`config.mk`:
```
export PLATFORM = sky130hd
export DESIGN_NAME = imem_program_loader_flat
export DESIGN_NICKNAME = d
export VERILOG_FILES = /design/src/rtl/imem_program_loader_if.sv /design/src/rtl/imem_program_loader.sv /design/src/flat_wrapper.sv
export SDC_FILE = /design/constraint.sdc
export NUM_CORES = 1
export LEC_CHECK = 0
export ABC_AREA = 0
export ABC_CLOCK_PERIOD_IN_PS = 3090
export BUFFER_PORTS_ARGS = -buffer_cell sky130_fd_sc_hd__buf_2
export CORE_AREA = 2 2 92 50
export CTS_CLUSTER_SIZE = 28
export DETAILED_ROUTE_END_ITERATION = 12
export DIE_AREA = 0 0 94 52
export HOLD_SLACK_MARGIN = 0.12
export PLACE_DENSITY = 0.75
export REMOVE_ABC_BUFFERS = 1
export SLEW_MARGIN = 20
export SYNTH_ARGS = -nofsm -noshare
export SYNTH_HDL_FRONTEND = slang
export SYNTH_SLANG_ARGS = --single-unit
export TNS_END_PERCENT = 20
```
`constraint.sdc`:
```
create_clock -name clock -period 3.09 [get_ports clock]
set_input_delay 0.618 -clock clock [delete_from_list [all_inputs] [get_ports clock]]
set_output_delay 0.618 -clock clock [all_outputs]
set_load 0.01 [all_outputs]
```
`src/rtl/imem_program_loader_if.sv`:
```
// imem_program_loader_if: word stream in, IMEM write port out
interface imem_program_loader_if;
    logic       in_valid;
    logic       in_ready;
    logic [9:0] in_data;
    logic       in_last;
    logic       imem_we;
    logic [9:0] imem_addr;
    logic [9:0] imem_wdata;

    modport slave (
        input  in_valid, in_data, in_last,
        output in_ready, imem_we, imem_addr, imem_wdata
    );

    modport master (
        output in_valid, in_data, in_last,
        input  in_ready, imem_we, imem_addr, imem_wdata
    );
endinterface

```
`src/rtl/imem_program_loader.sv`:
```
// imem_program_loader: streams a program into IMEM while holding the CPU in reset
module imem_program_loader #(
    parameter int DEPTH        = 35,
    parameter int HOLD_CYCLES  = 4,
    parameter int STOP_ON_HALT = 1
) (
    input  logic                         clock,
    input  logic                         reset,
    input  logic                         start,
    imem_program_loader_if.slave         bus,
    output logic                         cpu_reset,
    output logic                         busy,
    output logic                         load_done,
    output logic                         overflow_err,
    output logic [9:0]                   word_count
);
    localparam int HW = $clog2(HOLD_CYCLES + 1);

    typedef enum logic [2:0] {IDLE, LOAD, HOLD, RUN, ERR} state_t;

    state_t        state_q, state_d;
    logic [9:0]    word_count_q, word_count_d;
    logic [HW-1:0] hold_q, hold_d;
    logic          imem_we_q, imem_we_d;
    logic [9:0]    imem_addr_q, imem_addr_d;
    logic [9:0]    imem_wdata_q, imem_wdata_d;
    logic          cpu_reset_q, cpu_reset_d;
    logic          busy_q, busy_d;
    logic          load_done_q, load_done_d;
    logic          overflow_err_q, overflow_err_d;
    logic          full, xfer, term;

    assign full          = word_count_q == 10'(DEPTH);
    assign bus.in_ready  = (state_q == LOAD) && !full;
    assign xfer          = bus.in_valid && bus.in_ready;
    assign term          = bus.in_last || (STOP_ON_HALT != 0 && bus.in_data[9:7] == 3'b111);

    assign bus.imem_we    = imem_we_q;
    assign bus.imem_addr  = imem_addr_q;
    assign bus.imem_wdata = imem_wdata_q;
    assign cpu_reset      = cpu_reset_q;
    assign busy           = busy_q;
    assign load_done      = load_done_q;
    assign overflow_err   = overflow_err_q;
    assign word_count     = word_count_q;

    // Next state: accept words in LOAD, count the CPU reset hold, restart from IDLE/RUN/ERR
    always_comb begin
        state_d        = state_q;
        word_count_d   = word_count_q;
        hold_d         = hold_q;
        imem_we_d      = 1'b0;
        imem_addr_d    = imem_addr_q;
        imem_wdata_d   = imem_wdata_q;
        cpu_reset_d    = cpu_reset_q;
        busy_d         = busy_q;
        load_done_d    = load_done_q;
        overflow_err_d = overflow_err_q;
        case (state_q)
            LOAD: begin
                if (xfer) begin
                    imem_we_d    = 1'b1;
                    imem_addr_d  = word_count_q;
                    imem_wdata_d = bus.in_data;
                    word_count_d = word_count_q + 10'd1;
                    if (term) begin
                        state_d = HOLD;
                        hold_d  = '0;
                    end
                end else if (full && bus.in_valid) begin
                    state_d        = ERR;
                    overflow_err_d = 1'b1;
                    busy_d         = 1'b0;
                end
            end
            HOLD: begin
                if (hold_q == HW'(HOLD_CYCLES)) begin
                    state_d     = RUN;
                    cpu_reset_d = 1'b0;
                    load_done_d = 1'b1;
                    busy_d      = 1'b0;
                end else begin
                    hold_d = hold_q + 1'b1;
                end
            end
            default: begin
                if (start) begin
                    state_d        = LOAD;
                    word_count_d   = '0;
                    overflow_err_d = 1'b0;
                    load_done_d    = 1'b0;
                    cpu_reset_d    = 1'b1;
                    busy_d         = 1'b1;
                end
            end
        endcase
    end

    // State registers; reset wins over start and transfers
    always_ff @(posedge clock) begin
        if (reset) begin
            state_q        <= IDLE;
            word_count_q   <= '0;
            hold_q         <= '0;
            imem_we_q      <= 1'b0;
            imem_addr_q    <= '0;
            imem_wdata_q   <= '0;
            cpu_reset_q    <= 1'b1;
            busy_q         <= 1'b0;
            load_done_q    <= 1'b0;
            overflow_err_q <= 1'b0;
        end else begin
            state_q        <= state_d;
            word_count_q   <= word_count_d;
            hold_q         <= hold_d;
            imem_we_q      <= imem_we_d;
            imem_addr_q    <= imem_addr_d;
            imem_wdata_q   <= imem_wdata_d;
            cpu_reset_q    <= cpu_reset_d;
            busy_q         <= busy_d;
            load_done_q    <= load_done_d;
            overflow_err_q <= overflow_err_d;
        end
    end
endmodule

```
`src/flat_wrapper.sv`:
```
// flat-port wrapper written by rule: the top's interface ports become plain ports
module imem_program_loader_flat 
#(
    parameter int DEPTH        = 35,
    parameter int HOLD_CYCLES  = 4,
    parameter int STOP_ON_HALT = 1
)
  (clock, reset, start, cpu_reset, busy, load_done, overflow_err, word_count, bus_in_valid, bus_in_data, bus_in_last, bus_in_ready, bus_imem_we, bus_imem_addr, bus_imem_wdata);
  imem_program_loader_if bus_i ();
  input  logic clock;
  input  logic reset;
  input  logic start;
  output logic cpu_reset;
  output logic busy;
  output logic load_done;
  output logic overflow_err;
  output logic [9:0] word_count;
  input wire logic [$bits(bus_i.in_valid)-1:0] bus_in_valid;
  input wire logic [$bits(bus_i.in_data)-1:0] bus_in_data;
  input wire logic [$bits(bus_i.in_last)-1:0] bus_in_last;
  output wire logic [$bits(bus_i.in_ready)-1:0] bus_in_ready;
  output wire logic [$bits(bus_i.imem_we)-1:0] bus_imem_we;
  output wire logic [$bits(bus_i.imem_addr)-1:0] bus_imem_addr;
  output wire logic [$bits(bus_i.imem_wdata)-1:0] bus_imem_wdata;
  assign bus_i.in_valid = bus_in_valid;
  assign bus_i.in_data = bus_in_data;
  assign bus_i.in_last = bus_in_last;
  assign bus_in_ready = bus_i.in_ready;
  assign bus_imem_we = bus_i.imem_we;
  assign bus_imem_addr = bus_i.imem_addr;
  assign bus_imem_wdata = bus_i.imem_wdata;
  imem_program_loader #(.DEPTH(DEPTH), .HOLD_CYCLES(HOLD_CYCLES), .STOP_ON_HALT(STOP_ON_HALT)) u_core (.clock(clock), .reset(reset), .start(start), .bus(bus_i), .cpu_reset(cpu_reset), .busy(busy), .load_done(load_done), .overflow_err(overflow_err), .word_count(word_count));
endmodule
```
Word-level counts from Yosys, hierarchy flattened:

Index checks and enable logic that the tools add are counted.

* reductions and logical operators: 17
* bitwise logic cells: 2
* $add $sub $neg: 2
* equality and inequality tests: 13
* mux-type cells: 26

Operator list (number)
* $mux W3: 8
* $mux W10: 2
* $pmux W10 S2: 1
* $reduce_and A4 Y1: 4
* $pmux W3 S2: 2
* $add A10 B1 Y10 const B: 1
* $eq A10 B6 Y1 const B: 1
* $mux W1: 9
* $pmux W1 S2: 4
* $eq A3 B3 Y1 const B: 2
* $ne A2 B1 Y1 const B: 3
* $ne A2 B2 Y1 const B: 3
* $reduce_and A3 Y1: 2
* $reduce_bool A2 Y1: 3
* $add A3 B1 Y3 const B: 1
* $eq A3 B1 Y1 const B: 1
* $eq A3 B2 Y1 const B: 1
* $logic_and A1 B1 Y1: 3
* $ne A3 B2 Y1 const B: 1
* $ne A3 B3 Y1 const B: 1
* $reduce_bool A3 Y1: 1
* $not A1 Y1: 2
* $reduce_and A2 Y1: 1
* $reduce_or A2 Y1: 1
* other kinds (2): 2

* word-level logic and storage cells: 70
* output and inout port bits: 36
* register bits after elaboration: 41
* input port bits: 15

Logic depth before layout (Yosys ltp):

* depth in word-level cells: 6
* mapped depth: 7
* depth with buffers taken out: 6

Worst setup path before layout:

Ideal clock, no wire load.

* path kind: register to output
* start: register u_core.word_count_q[3] (netlist: u_core.word_count[3])
* end: output port bus_in_ready
* slack: 1183 ps
* path buffers: 3
* data required time: 2472 ps
* cell stages (with the launch flop): 7
* arrival: 1289 ps
* cells stage by stage: dfxtp_1 buf_6 nor4b_2 and4b_1 buf_4 buf_4 nor2_1

* cells in the longest elaborated chain, start to end: 3

RTL lines
* start: declaration: line imem_program_loader.sv:22 `logic [9:0] word_count_q, word_count_d;`
* start signal: assignment: line imem_program_loader.sv:114 `word_count_q <= word_count_d;`
* $eq A10 B6 Y1: line imem_program_loader.sv:33 `assign full = word_count_q == 10'(DEPTH);`
* $logic_not A1 Y1: line imem_program_loader.sv:34 `assign bus.in_ready = (state_q == LOAD) && !full;`
* $logic_and A1 B1 Y1: line imem_program_loader.sv:34
* end: declaration: line flat_wrapper.sv:21 `output wire logic [$bits(bus_i.in_ready)-1:0] bus_in_ready;`

Every way passes these cells.

Final worst setup path:

* start: register u_core.word_count_q[1] (netlist: u_core.word_count[1])
* end: output port bus_in_ready

Same word-level chain as after synthesis.

==> summary.md <==
| Metric | Value |
|---|---|
| Status | `finished, final reports clean` |
| Gp weighted congestion | `0.812` |
| Full die area | `0.00489 mm^2` |
| Hold Slack | `0.458 ns` |
| Seq pwr share | `48.8%` |
| HP Class | `reg -> reg` |
| Final Net Count | `297` |
| Distinct cells, synth | `45` |
| Die Ht | `52 um` |
| DR iter-0 viols | `185` |
| Vias/cell | `5.68` |
| Pint | `0.856 mW` |
| Post-synthesis xor/xnor area fraction | `0.443%` |
| Total vias in the final route | `1914` |
| CP Launch Type | `register` |
| Clk Tree Root Cell | `clkbuf_8` |
| Hold wc startpoint | `u_core.cpu_reset` |
| CP Class | `reg -> out` |
| Slowest CP cell | `dfxtp_1` |
| Critical Path Max Stage Delay | `0.48 ns` |
| Core Util, Final | `56.2%` |
| Core ar. | `0.00415 mm^2` |
| FF-to-FF End | `u_core.word_count[0]` |
| R2R setup slack | `0.97 ns` |
| Compound-cell area share of the yosys netlist | `25.1%` |
| Grt ovf | `0` |
| Max transition margin | `48.5%` |
| ANT cells | `0` |
| Reg-to-reg startpoint | `u_core.state_q[0]` |
| ANT nets after route | `0` |
| Hold Path Depth | `2` |
| IO Count | `51` |
| Synth top area share | `41.5%` |
| DIE WIDTH | `94 um` |
| Area Overhead vs Synth | `18.0%` |
| Combinational power share | `11.9%` |
| Placed Instance Area | `0.00221 mm^2` |
| Power per cell area | `490 mW/mm^2` |
| Maximum number of pins on one net before global-route repair | `43` |
| DRC | `0` |
| First-pass GRT wire length | `8130 um` |
| Hold Vio Cnt, Final | `0` |
| Clk pwr share | `39.3%` |
| First-pass DRT Iterations | `4` |
| Setup_tns | `0 ns` |
| Hold Buf Count CTS | `0` |
| Mux contribution to synthesized area | `1.58%` |
| Cell taking the most area after synthesis | `dfxtp_1` |
| All-Layer GR Usage | `21.7%` |
| Final Cycle Share | `69.1%` |
| Sequential area share after synthesis | `41.5%` |
| Clock skew | `0.00749 ns` |
| Reg2Reg Depth | `6` |
| RSZ-0062 raised after global routing | `false` |
| Post-CTS Setup Bufs | `0` |
| Worst-Skew Late Latency | `0.29 ns` |
| Worst path required time | `2.47 ns` |
| Final min period | `2.13 ns` |
| Fmax | `468 MHz` |
| VDD IR-drop max | `0.189 mV` |
| Detailed-placement wirelength estimate | `3280 um` |
| Mean area per synthesized cell | `8.27 um^2` |
| TritonCTS sink count | `41` |
| WP data arrival | `1.52 ns` |
| Critical Path End Type | `primary output` |
| CTS H-tree depth | `2` |
| Slew @ Worst Pin | `0.772 ns` |
| Synth warnings | `0` |
| Placed Cells | `329` |
| Net Switching | `0.285 mW` |
| Non-filler instance count after layout | `337` |
| Dominant synthesized flop cell | `dfxtp_1` |
| Crit path from | `u_core.word_count[1]` |
| Largest family of logic cells by synthesized area | `compound AO/OA/AOI/OAI gates` |
| IO Port Bufs | `50` |
| Sw frac | `25.0%` |
| Hold Path End | `u_core.cpu_reset` |
| Starting Density | `47.7%` |
| Post-Syn Instances | `239` |
| Vias in the first global route | `1683` |
| Worst-path clk slew | `0.08 ns` |
| Clock Path Buffers | `2` |
| Static Leakage | `0.918 nW` |
| Cell Rows | `17` |
| Post-route cell area | `0.00233 mm^2` |
| Final setup viols | `0` |
| Max Cap Violations | `0` |
| Number of antenna violations at the first check in global routing | `0` |
| Post-Syn Area | `0.00198 mm^2` |
| Simple-gate area share of the yosys netlist | `22.2%` |
| Top post-synthesis cells by area | `dfxtp_1 (42%), a21oi_1 (9.1%), nand3_1 (6.6%)` |
| Layout cells sized above 1 | `25.7%` |
| CTS tree | `done` |
| Routed length per instance | `15.0 um` |
| FF+latch count, synth | `41` |
| Adder-Cell Fraction of Synth Area | `1.90%` |
| Final Max Tran Viols | `0` |
| Post-synth EDFFs | `0` |
| Post-synth ARST share | `0%` |
| Worst path cell trace | `ha_1 -> and4b_1 -> nor2_1 -> buf_2` |
| Total wire length | `5050 um` |
| Critical path peak fanout | `7` |
| Post-CTS Resized | `0` |
| Num CTS Buffers | `5` |
[worst max path at each step]
stage	endpoint	slack, ns	depth (start not counted)
final	bus_in_ready	0.96	4
after global routing	u_core.hold_q[1]	0.76	5
after CTS	bus_in_ready	0.95	4
after detailed placement	u_core.bus.imem_addr[6]	1.01	6
after global placement	u_core.bus.imem_addr[6]	1.08	6
after floorplan	bus_in_ready	0.85	3
[sequential cells by signal, summed over array words and instances (netlist names)]
signal                 count
u_core.state_q             3
u_core.word_count         10
u_core.bus.imem_we         1
u_core.bus.imem_addr      10
u_core.cpu_reset           1
u_core.load_done           1
u_core.hold_q              3
u_core.busy                1
u_core.bus.imem_wdata     10
u_core.overflow_err        1
[per-stage QoR]
stage               setup WS [ns]  total power, mW
floorplan                   0.855            0.645
global placement             1.08            0.702
detailed placement           1.01            0.705
CTS                         0.946             1.16
global route                0.758             1.20
finish                      0.955             1.14
[synth_stat cells, drive strengths merged, types with 2 or more instances]
cell / number
nor2: 8
nor3: 5
o21ai: 27
nor3b: 3
a311oi: 4
or2: 2
buf: 13
clkbuf: 9
o21a: 2
inv: 5
nand2b: 3
a21oi: 36
dfxtp: 41
mux2i: 2
nand3: 26
nand4: 4
a31oi: 3
nand2: 15
nor4b: 2
nor2b: 4
o211ai: 6
and3: 2
ha: 3
[routing by layer]
| layer | part of all wire [%] | global-route usage [%] | vias to the layer above |
|---|---|---|---|
| met2 | 43 | 31.0 | 75 |
| met3 | 7.8 | 7.83 | 6 |
| met1 | 48 | 29.7 | 881 |
| li1 | - | - | 952 |
| met5 | 0 | 0 | - |
| met4 | 1.1 | 8.94 | 0 |
[layout make-up]
class                   instances  area, um^2
clock buffers                   6        82.6
clock inverters                 2        37.5
fillers                       397        1820
inverters                       5        18.8
multi-input cells             171        1010
flip-flops and latches         41         821
well taps                      57        71.3
repair buffers                 55         288
[power groups by stage]
stage / registers [mW] / logic (mW) / clock network (mW)
after floorplan: 0.574 / 0.0706 / 0
after global placement: 0.569 / 0.133 / 0
after detailed placement: 0.570 / 0.135 / 0
after CTS: 0.558 / 0.136 / 0.463
after global routing: 0.560 / 0.150 / 0.489
final: 0.558 / 0.136 / 0.449
[placed cells by master (no fill, tap or decap), types with 6 or more instances in the layout]
cell type  instances
o211ai_1           6
dfxtp_1           41
buf_2             50
o21ai_1           23
nand2_1           15
nor2_1             8
a21oi_1           36
nand3_1           26
clkbuf_8           6
[worst max-delay path: cells and delay by family, from the launching register on]
kind                     cells  cell delay, ns
AND/OR/NAND/NOR              2            0.31
adder cells (fa/ha/maj)      1            0.31
buffers and inverters        1            0.13
flip-flops                   1            0.48
[cell families (layout without fill, tap and decap cells)]
family / count (synthesis) / count (layout)
buffers and inverters: 27 / 68
DFF: 41 / 41
AOI/OAI and AO/OA: 84 / 84
and+or+nand+nor: 80 / 80
muxes: 3 / 3
adders and majority gates: 3 / 3
xor gates and xnor gates: 1 / 1
Note: power is estimated with default switching activity, not from simulation.
